===== config.mk =====
export PLATFORM = sky130hd
export DESIGN_NAME = psum_collector_flat
export DESIGN_NICKNAME = d
export VERILOG_FILES = /design/src/rtl/psum_collector_if.sv /design/src/rtl/psum_collector.sv /design/src/flat_wrapper.sv
export SDC_FILE = /design/constraint.sdc
export NUM_CORES = 1
export LEC_CHECK = 0
export CAP_MARGIN = 25
export CORE_UTILIZATION = 40
export DETAILED_ROUTE_END_ITERATION = 7
export GPL_TIMING_DRIVEN = 0
export HOLD_SLACK_MARGIN = 0.02
export PLACE_DENSITY = 0.69
export RECOVER_POWER = 25
export SETUP_SLACK_MARGIN = 0.15
export SLEW_MARGIN = 20
export SYNTH_ARGS = -nofsm -noshare
export SYNTH_HDL_FRONTEND = slang
export SYNTH_SLANG_ARGS = --single-unit

===== constraint.sdc =====
create_clock -name clk -period 30.9 [get_ports clk]
set_clock_uncertainty 0.1 [all_clocks]
set_input_delay 4.635 -clock clk [delete_from_list [all_inputs] [get_ports clk]]
set_output_delay 4.635 -clock clk [all_outputs]
set_load 0.01 [all_outputs]

===== src/rtl/psum_collector_if.sv =====
// Column-sample inputs and drained-result stream of the systolic partial-sum collector.
interface psum_collector_if #(
  parameter int W = 8
);
  logic         start;
  logic [W-1:0] col0;
  logic [W-1:0] col1;
  logic [W-1:0] col2;
  logic [W-1:0] out_data;
  logic         out_valid;
  logic         out_ready;
  logic         out_last;
  logic [W-1:0] sum;
  logic         busy;
  logic         done;

  modport master (
    output start, col0, col1, col2, out_ready,
    input  out_data, out_valid, out_last, sum, busy, done
  );

  modport slave (
    input  start, col0, col1, col2, out_ready,
    output out_data, out_valid, out_last, sum, busy, done
  );
endinterface


===== src/rtl/psum_collector.sv =====
// De-skews N systolic columns into an NxN buffer over 2N-1 cycles, then drains it row-major (first word 2N-1 cycles after start).
// Drain is valid/ready: a word holds while out_ready is low, and back-to-back transfers sustain one word per cycle.
module psum_collector #(
  parameter int W = 8,
  parameter int N = 3
) (
  input  logic           clk,
  input  logic           rst,
  psum_collector_if.slave bus
);
  localparam int NW = N * N;
  localparam int CW = $clog2(2 * N);
  localparam int IW = $clog2(NW + 1);
  localparam logic [CW-1:0] CAP_END  = CW'(2 * N - 2);
  localparam logic [IW-1:0] IDX_LAST = IW'(NW - 1);

  typedef enum logic [1:0] {IDLE, CAPTURE, DRAIN} state_t;

  state_t        state;
  state_t        state_nxt;
  logic [CW-1:0] cyc;
  logic [IW-1:0] idx;
  logic [W-1:0]  buf_q [NW];
  logic [W-1:0]  sum_q;
  logic          done_q;
  logic [W-1:0]  col [N];
  logic [NW-1:0] cap_we;
  logic [W-1:0]  cap_add;
  logic          start_ok;
  logic          xfer;
  logic          xfer_last;

  always_comb begin
    for (int k = 0; k < N; k++) begin
      case (k)
        0:       col[k] = bus.col0;
        1:       col[k] = bus.col1;
        default: col[k] = bus.col2;
      endcase
    end
  end

  assign start_ok  = (state == IDLE) && bus.start;
  assign xfer      = (state == DRAIN) && bus.out_ready;
  assign xfer_last = xfer && (idx == IDX_LAST);

  // The start cycle is capture cycle 0 even though the state register still reads IDLE.
  always_comb begin
    cap_we  = '0;
    cap_add = '0;
    if (start_ok) begin
      cap_we[0] = 1'b1;
      cap_add   = col[0];
    end else if (state == CAPTURE) begin
      for (int i = 0; i < N; i++) begin
        for (int k = 0; k < N; k++) begin
          if (int'(cyc) == i + k) begin
            cap_we[i*N+k] = 1'b1;
            cap_add       = cap_add + col[k];
          end
        end
      end
    end
  end

  always_ff @(posedge clk) begin
    if (rst) begin
      state <= IDLE;
    end else begin
      state <= state_nxt;
    end
  end

  always_comb begin
    state_nxt = state;
    case (state)
      IDLE:    if (bus.start) state_nxt = CAPTURE;
      CAPTURE: if (cyc == CAP_END) state_nxt = DRAIN;
      DRAIN:   if (xfer_last) state_nxt = IDLE;
      default: state_nxt = IDLE;
    endcase
  end

  always_comb begin
    bus.busy      = (state != IDLE);
    bus.out_valid = (state == DRAIN);
    bus.out_last  = (state == DRAIN) && (idx == IDX_LAST);
    bus.out_data  = (state == DRAIN) ? buf_q[idx] : '0;
  end

  assign bus.sum  = sum_q;
  assign bus.done = done_q;

  always_ff @(posedge clk) begin
    if (rst) begin
      cyc    <= '0;
      idx    <= '0;
      sum_q  <= '0;
      done_q <= 1'b0;
      for (int j = 0; j < NW; j++) begin
        buf_q[j] <= '0;
      end
    end else begin
      done_q <= xfer_last;

      // A new start reseeds the sum; otherwise it only moves while capturing.
      if (start_ok) begin
        sum_q <= cap_add;
      end else if (state == CAPTURE) begin
        sum_q <= sum_q + cap_add;
      end

      for (int i = 0; i < N; i++) begin
        for (int k = 0; k < N; k++) begin
          if (cap_we[i*N+k]) begin
            buf_q[i*N+k] <= col[k];
          end
        end
      end

      if (start_ok) begin
        cyc <= CW'(1);
      end else if (state == CAPTURE) begin
        cyc <= (cyc == CAP_END) ? '0 : cyc + CW'(1);
      end

      if (xfer) begin
        idx <= xfer_last ? '0 : idx + IW'(1);
      end
    end
  end
endmodule


===== src/flat_wrapper.sv =====
// flat-port wrapper written by rule: the top's interface ports become plain ports
module psum_collector_flat 
#(
  parameter int W = 8,
  parameter int N = 3
)
  (clk, rst, bus_start, bus_col0, bus_col1, bus_col2, bus_out_ready, bus_out_data, bus_out_valid, bus_out_last, bus_sum, bus_busy, bus_done);
  psum_collector_if #(.W(W)) bus_i ();
  input  logic clk;
  input  logic rst;
  input wire logic [$bits(bus_i.start)-1:0] bus_start;
  input wire logic [$bits(bus_i.col0)-1:0] bus_col0;
  input wire logic [$bits(bus_i.col1)-1:0] bus_col1;
  input wire logic [$bits(bus_i.col2)-1:0] bus_col2;
  input wire logic [$bits(bus_i.out_ready)-1:0] bus_out_ready;
  output wire logic [$bits(bus_i.out_data)-1:0] bus_out_data;
  output wire logic [$bits(bus_i.out_valid)-1:0] bus_out_valid;
  output wire logic [$bits(bus_i.out_last)-1:0] bus_out_last;
  output wire logic [$bits(bus_i.sum)-1:0] bus_sum;
  output wire logic [$bits(bus_i.busy)-1:0] bus_busy;
  output wire logic [$bits(bus_i.done)-1:0] bus_done;
  assign bus_i.start = bus_start;
  assign bus_i.col0 = bus_col0;
  assign bus_i.col1 = bus_col1;
  assign bus_i.col2 = bus_col2;
  assign bus_i.out_ready = bus_out_ready;
  assign bus_out_data = bus_i.out_data;
  assign bus_out_valid = bus_i.out_valid;
  assign bus_out_last = bus_i.out_last;
  assign bus_sum = bus_i.sum;
  assign bus_busy = bus_i.busy;
  assign bus_done = bus_i.done;
  psum_collector #(.W(W), .N(N)) u_core (.clk(clk), .rst(rst), .bus(bus_i));
endmodule

======== Word level (Yosys, flattened, before mapping) ========
Memory sizes are Yosys's and may differ from the RTL's. A register that Yosys moved wholly into a read port is not among the register bits.
Cells that the tools add are included.
word-level totals
  register bits ........................... 18
  RAM bits ................................ 72
  bits of input ports ..................... 28
  output and inout port bits .............. 20
  word-level logic and storage cells ...... 134
  memories ................................ 1
operators by class
  add/subtract/negate cells ............... 11
  equality and inequality tests ........... 11
  multiplexer cells ....................... 86
  bitwise logic cells ..................... 9
  reductions and logical operators ........ 10
memory list
  memory        words  width  rd ports  clocked after Yosys merged registers in  write ports  line                  source
  u_core.buf_q  9      8      1         1                                        9            psum_collector.sv:23  logic [W-1:0] buf_q [NW];
operator list
  kind                                                 count
  two-way mux 8 bit                                    40
  adder 8 bit                                          9
  two-way mux 1 bit                                    37
  equality test 3 bit, second input constant           4
  two-way mux 4 bit                                    3
  two-way mux 9 bit                                    1
  bitwise OR 1 bit                                     9
  two-way mux 2 bit                                    3
  one-hot mux 2 bit (3 select lines)                   1
  adder 4 x 1 -> 4 bit, second input constant          1
  equality test 4 bit, second input constant           1
  logical AND 1 bit                                    4
  != test 2 bit, second input constant                 2
  nonzero test 2 bit                                   2
  adder 3 x 1 -> 3 bit, second input constant          1
  equality test 3 x 2 -> 1 bit, second input constant  1
  zero test 3 bit                                      1
  two-way mux 3 bit                                    1
  AND reduction 3 bit                                  1
  equality test 2 x 1 -> 1 bit, second input constant  1
  equality test 2 bit, second input constant           1
  zero test 2 bit                                      1
  != test 2 x 1 -> 1 bit, second input constant        1
  OR reduction 2 bit                                   1

======== Depth between registers and ports, before layout ========
Gate-level depths: netlist of the first run.
  depth in word-level cells ............... 39
  depth in mapped cells ................... 56
  mapped depth without buffers ............ 55

======== Least setup slack after synthesis of the first run ========
OpenSTA, ideal clock, no wires.
  kind .................................... input port to flip-flop
  from .................................... input port bus_col0[0]
  to ...................................... register u_core.sum_q[7] (netlist: u_core.bus.sum[7])
  library setup time ...................... 0.132 ns
  arrival ................................. 13.171 ns
  data required time ...................... 30.668 ns
  slack ................................... 17.497 ns
  cell stages on the path ................. 48
  path buffers ............................ 0
  path through ............................ and2_1 ha_1 inv_1 fa_1 nand2b_1 a21oi_1 inv_1 fa_1 nor2_1 a21oi_1 inv_1 ha_1 a211oi_1 nor2_1 nor2_1 nor2_1 a31oi_1 ha_1 [12 not listed] or3_1 a21oi_1 o21ba_2 ha_1 xnor2_1 nand2_1 o31ai_1 ha_1 a21oi_1 xnor2_1 a221oi_1 o21ai_1 ha_1 o41ai_1 xnor3_1 nand3_1 mux2_4 a31oi_2
on the way
  longest elaborated chain between the ends .. 38
RTL lines
  item                   line                   source
  start, declared        flat_wrapper.sv:12     input wire logic [$bits(bus_i.col0)-1:0] bus_col0;
  two-way mux 8 bit      psum_collector.sv:57   if (int'(cyc) == i + k) begin
  two-way mux 8 bit      psum_collector.sv:54   end else if (state == CAPTURE) begin
  two-way mux 8 bit      psum_collector.sv:51   if (start_ok) begin
  adder 8 bit            psum_collector.sv:59   cap_add = cap_add + col[k];
  two-way mux 8 bit      psum_collector.sv:57
  two-way mux 8 bit      psum_collector.sv:54
  two-way mux 8 bit      psum_collector.sv:51
  adder 8 bit            psum_collector.sv:59
  [22 not listed]        -
  two-way mux 8 bit      psum_collector.sv:51
  adder 8 bit            psum_collector.sv:59
  two-way mux 8 bit      psum_collector.sv:57
  two-way mux 8 bit      psum_collector.sv:54
  two-way mux 8 bit (*)  psum_collector.sv:51
  adder 8 bit            psum_collector.sv:110  sum_q <= sum_q + cap_add;
  two-way mux 8 bit      psum_collector.sv:109  end else if (state == CAPTURE) begin
  two-way mux 8 bit (*)  psum_collector.sv:107  if (start_ok) begin
  end signal, assigned   psum_collector.sv:108  sum_q <= cap_add;
  end signal, assigned   psum_collector.sv:110
  end, declared          psum_collector.sv:24   logic [W-1:0] sum_q;
Mark *: on every way between the ends. The rest lies on a longest branch, timed or not. The select of a mux whose other input is x is not followed.
A chain may end at the register's enable or synchronous reset.

======== Worst setup path after layout of the first run ========
Same ends and word-level chain as after synthesis.

==> results of run 1 <==
-- layout make-up --
type                            instances  area (sq um)
Buffer                                 31           121
Fill cell                            1638          9200
Inverter                               40           150
Clock inverter                          6          35.0
Clock buffer                           10           229
Multi-Input combinational cell        574          4370
Timing Repair Buffer                   48           485
Tap cell                              225           282
Sequential cell                        94          2600
-- logic make-up after synthesis --
| logic type | Yosys count |
|---|---|
| multiplexers | 43 |
| flip-flops | 94 |
| XOR/XNOR | 48 |
| AO/OA/AOI/OAI | 162 |
| buffers and inverters | 71 |
| adder cells (fa/ha/maj) | 79 |
| AND/OR/NAND/NOR | 242 |
-- worst max-delay path, delay by kind of cell --
kind            cells  cell delay, ns
fa+ha+maj          10            3.33
buf+inv             4            0.95
compound gates     17            3.95
xor+xnor            5            1.06
mux                 1            0.13
simple gates       12            1.57
-- state kept, by name (all words and copies together), names as in the netlist, named ones only --
signal and count:
u_core.bus.done 1, u_core.idx 4, u_core.buf_q 72, u_core.cyc 3, u_core.bus.sum 8, u_core.state 2
-- final timing paths --
path                     start                 to
max reg2reg      u_core.cyc[0]  u_core.bus.sum[7]
min          u_core.bus.sum[0]  u_core.bus.sum[0]
min reg2reg  u_core.bus.sum[0]  u_core.bus.sum[0]
max                bus_col0[0]  u_core.bus.sum[7]
-- where the power goes --
part	total (mW)	internal [mW]	switching, mW	leakage, nW
logic	0.189	0.0854	0.103	2.25
registers	0.150	0.146	0.00353	0.926
clock network	0.0983	0.0542	0.0441	0.128
total	0.437	0.286	0.151	3.31
-- cell usage in the layout (no fill, tap or decap), types with 22 or more instances in the layout --
cell | synthesis | layout
a21oi_1 | 51 | 51
and2_1 | 32 | 28
clkbuf_1 | 23 | 24
clkdlybuf4s50_1 | 0 | 35
dfxtp_1 | 22 | 22
edfxtp_1 | 72 | 72
ha_1 | 70 | 70
inv_1 | 39 | 39
nand2_1 | 56 | 56
nor2_1 | 76 | 76
o21ai_0 | 22 | 22
xnor2_1 | 29 | 29
-- metal layers --
metal / share of wire, % / wire length (microns) / global-route usage (%)
met1: 46 / 8310 / 27.6
met2: 48 / 8680 / 35.3
met3: 4.3 / 777 / 2.56
met4: 2.1 / 386 / 6.11
met5: 0 / 0 / 0
-- cell usage after synthesis (12+ instances only) --
cell	instances
nor2_1	76
edfxtp_1	72
ha_1	70
nand2_1	56
a21oi_1	51
inv_1	39
and2_1	32
xnor2_1	29
clkbuf_1	23
dfxtp_1	22
o21ai_0	22
nor2b_1	18
nor3_1	18
xor2_1	17
mux4_2	16
a21o_1	15
nand3_1	14
mux2_2	13
mux2i_1	13
nand2b_1	13
o21ai_1	12
==> impl_metrics.py, run 1 <==
metrics = {
    "cells_and_area": {
        "area_growth_pct": 14.2,
        "utilization_pct": 47.4,
        "nets": 905,
        "finalNonFillerCells": 1028,
        "drive_above_1_share_pct": 6.72,
        "n_antenna_cell": 0,
        "fin_area_sq_um": 8280,
    },
    "clock_network": {
        "cts_made_buffers": 9,
        "cts_resized": 0,
        "cts-root-buf": "clkbuf_16",
        "clock_latency_ns": 0.34,
        "clk_pin_slew_ns": 0.07,
        "clockBufferDepth": 2,
        "hold_buffers": 0,
        "cts_tree": "done",
        "post_cts_buffers": 0,
        "cts_sinks": 94,
        "htreeDepth": 3,
    },
    "sta": {
        "tightest_slew_ns": 0.804,
        "slew_violations": 0,
        "relSlewSlack_pct": 46.4,
        "setup_slack_ns": 15.46,
        "hold_violations": 0,
        "min_period_ns": 15.44,
        "finalSetupTns_ns": 0,
        "whs_ns": 0.378,
        "rsz0062_at_grt": "no",
        "setup_violations": 0,
        "period_share_pct": 50.0,
        "max_freq_ghz": 0.0648,
    },
    "grt": {
        "grt_first_pass_wirelength_microns": 29100,
        "antenna_found_initial": 0,
        "grt_max_degree": 25,
        "globalRouteOverflowTotal": 0,
        "track_usage_pct": 20.8,
        "grt_pass1_vias": 5553,
    },
    "logic_synthesis": {
        "yosys_warnings": 0,
        "synth.largest_area_cell": "edfxtp_1",
        "synth_top_area_share_pct": 29.8,
        "synth_fa_ha_area_share_pct": 14.6,
        "synthCells": 739,
        "synth_nets": 846,
        "synthMuxAreaShare_pct": 9.00,
        "synth_top_family_by_area": "simple AND/OR/NAND/NOR gates",
        "ys_async_sr_fraction_pct": 0,
        "synth_area_sq_um": 7240,
        "synth-seq-cells": 94,
        "synth_edf_count": 72,
        "synth_compound_area_share_pct": 14.7,
        "ys_types": 59,
        "synth_seq_area_share_pct": 35.9,
        "synth_xor_area_share_pct": 6.18,
        "ys_top_cells_by_area": "edfxtp_1 30%, ha_1 12%, dfxtp_1 6.1%",
        "syn_area_per_cell_sq_um": 9.80,
        "synthSimpleGateAreaFrac_pct": 15.9,
        "synthFlopType": "edfxtp_1",
    },
    "worst_setup_path": {
        "cp_max_fo": 7,
        "crit_path_end_kind": "flip-flop",
        "reg2regPathDepth": 52,
        "critPathArrivalTime_ns": 15.59,
        "worstPathRequired_ns": 31.05,
        "slowest_delay_ns": 0.70,
        "path_common_cell": "ha_1",
        "reg2reg_slack_ns": 19.02,
        "cp_slowest_cell": "clkdlybuf4s50_1",
        "crit_path_start_kind": "input port",
        "worstSetupPathType": "input port to flip-flop",
    },
    "die": {
        "fp.dieH_microns": 137,
        "rows": 48,
        "dieArea_sq_um": 18700,
        "die_w_microns": 137,
        "start_util_pct": 41.5,
        "io_pins": 48,
        "fp.coreArea_sq_um": 17500,
    },
    "placement": {
        "io_buffers": 47,
        "place_ws_ns": 15.28,
        "place_area_sq_um": 8000,
        "dp_hpwl_microns": 14200,
        "dp.cells": 1011,
        "gp_congestion": 0.907,
    },
    "flow_run": {
        "drv_cap": 0,
    },
    "drt": {
        "firstDrtPassIters": 5,
        "routed_wl_microns": 18100,
        "antenna_left": 0,
        "drc": 0,
        "wire_per_inst_microns": 17.7,
        "via_per_inst": 5.51,
        "drt-initial-drc-count": 421,
        "dr_total_vias": 5663,
    },
    "status": {
        "outcome": "completed",
    },
    "power": {
        "ir_worst_vdd_uv": 23.0,
        "p_leak_nw": 3.31,
        "p_total_uw": 437,
        "power.density_nw_per_um2": 52.8,
    },
    "hold_path": {
        "hold_path_depth": 2,
        "hold_class": "flip-flop to flip-flop",
    },
}
No activity file was read; power rests on OpenSTA's default activity.
==> run 2: changes to the inputs <==
- clock period: 30.9 -> 15.85 ns (I/O delays scaled with it)
==> results of run 2 <==
Same layout as run 1 (identical final DEF). Status: completed.
Among the figures that moved: setup slack after placement 15.28 ns -> 2.49 ns; setup slack after layout 15.46 ns -> 2.67 ns; register-to-register setup slack 19.02 ns -> 3.97 ns; total power 0.437 mW -> 0.852 mW; worst IR drop on VDD 23.0 uV -> 44.8 uV
==> run 3: changes to the inputs <==
- clock period: 15.85 -> 12.3 ns (I/O delays scaled with it)
==> run 3 against run 2 <==
Compared with the run above:
- count of clock-buffer cells in the layout stayed put
- worst setup slack worse by 1.8 ns
- global-route usage about the same
- first-iteration DRC count is 0.24% lower
==> impl_metrics.py, run 3 (synthesis results as in run 1) <==
metrics = {
    "status": {
        "outcome": "completed",
    },
    "die": {
        "dieArea_sq_um": 18700,
        "die_w_microns": 137,
        "start_util_pct": 41.5,
        "fp.coreArea_sq_um": 17500,
        "rows": 48,
        "io_pins": 48,
        "fp.dieH_microns": 137,
    },
    "hold_path": {
        "hold_path_depth": 2,
        "hold_class": "flip-flop to flip-flop",
    },
    "grt": {
        "grt_pass1_vias": 5540,
        "grt_max_degree": 25,
        "track_usage_pct": 20.7,
        "globalRouteOverflowTotal": 0,
        "antenna_found_initial": 0,
        "grt_first_pass_wirelength_microns": 29100,
    },
    "cells_and_area": {
        "largest_reg_flops": 72,
        "drive_above_1_share_pct": 8.33,
        "largest_register": "u_core.buf_q",
        "mostFrequentLayoutCell": "nor2_1",
        "utilization_pct": 47.6,
        "final_cell_mix": "76 x nor2_1, 72 x edfxtp_1, 69 x ha_1",
        "n_antenna_cell": 0,
        "nets": 906,
        "area_growth_pct": 14.9,
        "fin_area_sq_um": 8320,
    },
    "clock_network": {
        "clk_pin_slew_ns": 0.07,
        "htreeDepth": 3,
        "clockBufferDepth": 2,
        "clock_latency_ns": 0.34,
        "cts-root-buf": "clkbuf_16",
        "cts_tree": "done",
        "cts_sinks": 94,
        "cts_made_buffers": 9,
    },
    "worst_setup_path": {
        "worst-path-stages": 49,
        "crit_buf_inv": 4,
        "worstSetupPathType": "input port to flip-flop",
        "crit_path_end_kind": "flip-flop",
        "reg2reg_slack_ns": 1.16,
        "cp_max_fo": 7,
        "crit_path_start": "bus_col0[0]",
        "path_common_cell": "ha_1",
        "crit_path_start_kind": "input port",
        "cp_slowest_cell": "fa_1",
        "crit_end": "u_core.bus.sum[7]",
        "slowest_delay_ns": 0.51,
        "critical-path-top-delay-family": "compound AO/OA/AOI/OAI gates",
        "r2r_end": "u_core.bus.sum[7]",
        "r2r-start": "u_core.cyc[0]",
        "critPathArrivalTime_ns": 11.56,
        "worstPathRequired_ns": 12.45,
        "reg2regPathDepth": 52,
    },
    "power": {
        "ir_worst_vdd_uv": 57.9,
        "p_leak_nw": 3.34,
        "power.density_nw_per_um2": 133,
        "p_total_mw": 1.11,
    },
    "placement": {
        "place_ws_ns": -0.527,
        "io_buffers": 47,
        "place_area_sq_um": 8000,
        "gp_congestion": 0.907,
        "dp_hpwl_microns": 14200,
    },
    "sta": {
        "hold_violations": 0,
        "finalSetupTns_ns": 0,
        "setup_violations": 0,
        "tightest_slew_ns": 0.805,
        "max_freq_ghz": 0.0877,
        "slew_violations": 0,
        "period_share_pct": 92.7,
        "min_period_ns": 11.41,
        "relSlewSlack_pct": 46.3,
        "rsz0062_at_grt": "no",
        "setup_slack_ns": 0.894,
    },
    "drt": {
        "routed_wl_microns": 18200,
        "firstDrtPassIters": 5,
        "drt-initial-drc-count": 420,
        "antenna_left": 0,
        "drc": 0,
        "dr_total_vias": 5681,
        "wire_per_inst_microns": 17.7,
        "via_per_inst": 5.52,
    },
    "flow_run": {
        "drv_cap": 0,
    },
}
==> run 3: cell types whose count changed in the layout (fill, tap and decap cells not counted), moves of 2 or more <==
| cell | previous run | this run |
|---|---|---|
| dlymetal6s2s_1 | 0 | 2 |
| a21oi_1 | 51 | 49 |
| clkdlybuf4s50_1 | 35 | 30 |
| clkbuf_2 | 0 | 3 |
| a21oi_2 | 1 | 3 |
==> run 3: worst min-delay path, delay by kind of cell, from the launching register on <==
kind               cells  cell delay [ns]
AOI/OAI and AO/OA      1             0.05
and+or+nand+nor        1             0.06
DFF                    1             0.33
==> run 3: worst min path at each step <==
stage	start	endpoint	slack [ns]
after global routing	u_core.bus.sum[0]	u_core.bus.sum[0]	0.41
after CTS	u_core.bus.sum[0]	u_core.bus.sum[0]	0.38
after detailed placement	u_core.bus.sum[0]	u_core.bus.sum[0]	0.37
after global placement	u_core.bus.sum[0]	u_core.bus.sum[0]	0.36
final	u_core.bus.sum[0]	u_core.bus.sum[0]	0.38
after floorplan	u_core.idx[1]	flip-flop	0.38
==> run 3: timing repair <==
| action | in CTS | in global routing |
|---|---|---|
| hold buffers | 0 | 0 |
| setup buffers | 0 | 1 |
| hold endpoints to repair | 0 | 0 |
| endpoints found under the setup margin | 1 | 2 |
| gates cloned | 0 | 0 |
| pin swaps | 0 | 3 |
| resized for setup | 5 | 15 |
==> run 3: final cells by class <==
class                           instances  area, sq um
Clock inverter                          6         35.0
Multi-Input combinational cell        574         4420
Timing Repair Buffer                   49          483
Sequential cell                        94         2600
Inverter                               40          150
Fill cell                            1627         9150
Buffer                                 31          121
Clock buffer                           10          229
Tap cell                              225          282
==> run 3: metrics by stage <==
stage	hold slack (ns)	cells
floorplan	0.380	739
global placement	0.365	1011
detailed placement	0.374	1011
CTS	0.384	1027
global route	0.408	1029
finish	0.377	1029
==> run 3: routing by layer <==
metal / wire (microns) / share of wire [%] / up-vias / global-route usage (%)
met1: 8210 / 45 / 2707 / 27.6
met3: 899 / 4.9 / 20 / 2.56
met5: 0 / 0 / - / 0
met2: 8750 / 48 / 154 / 35.3
met4: 386 / 2.1 / 0 / 5.93
li1: - / - / 2800 / -
==> run 3: report_power, final <==
part           internal [mW]  leakage, nW  switching [mW]
Clock                  0.136        0.128           0.112
Sequential             0.367        0.926         0.00887
Combinational          0.220         2.28           0.263
Total                  0.723         3.34           0.384
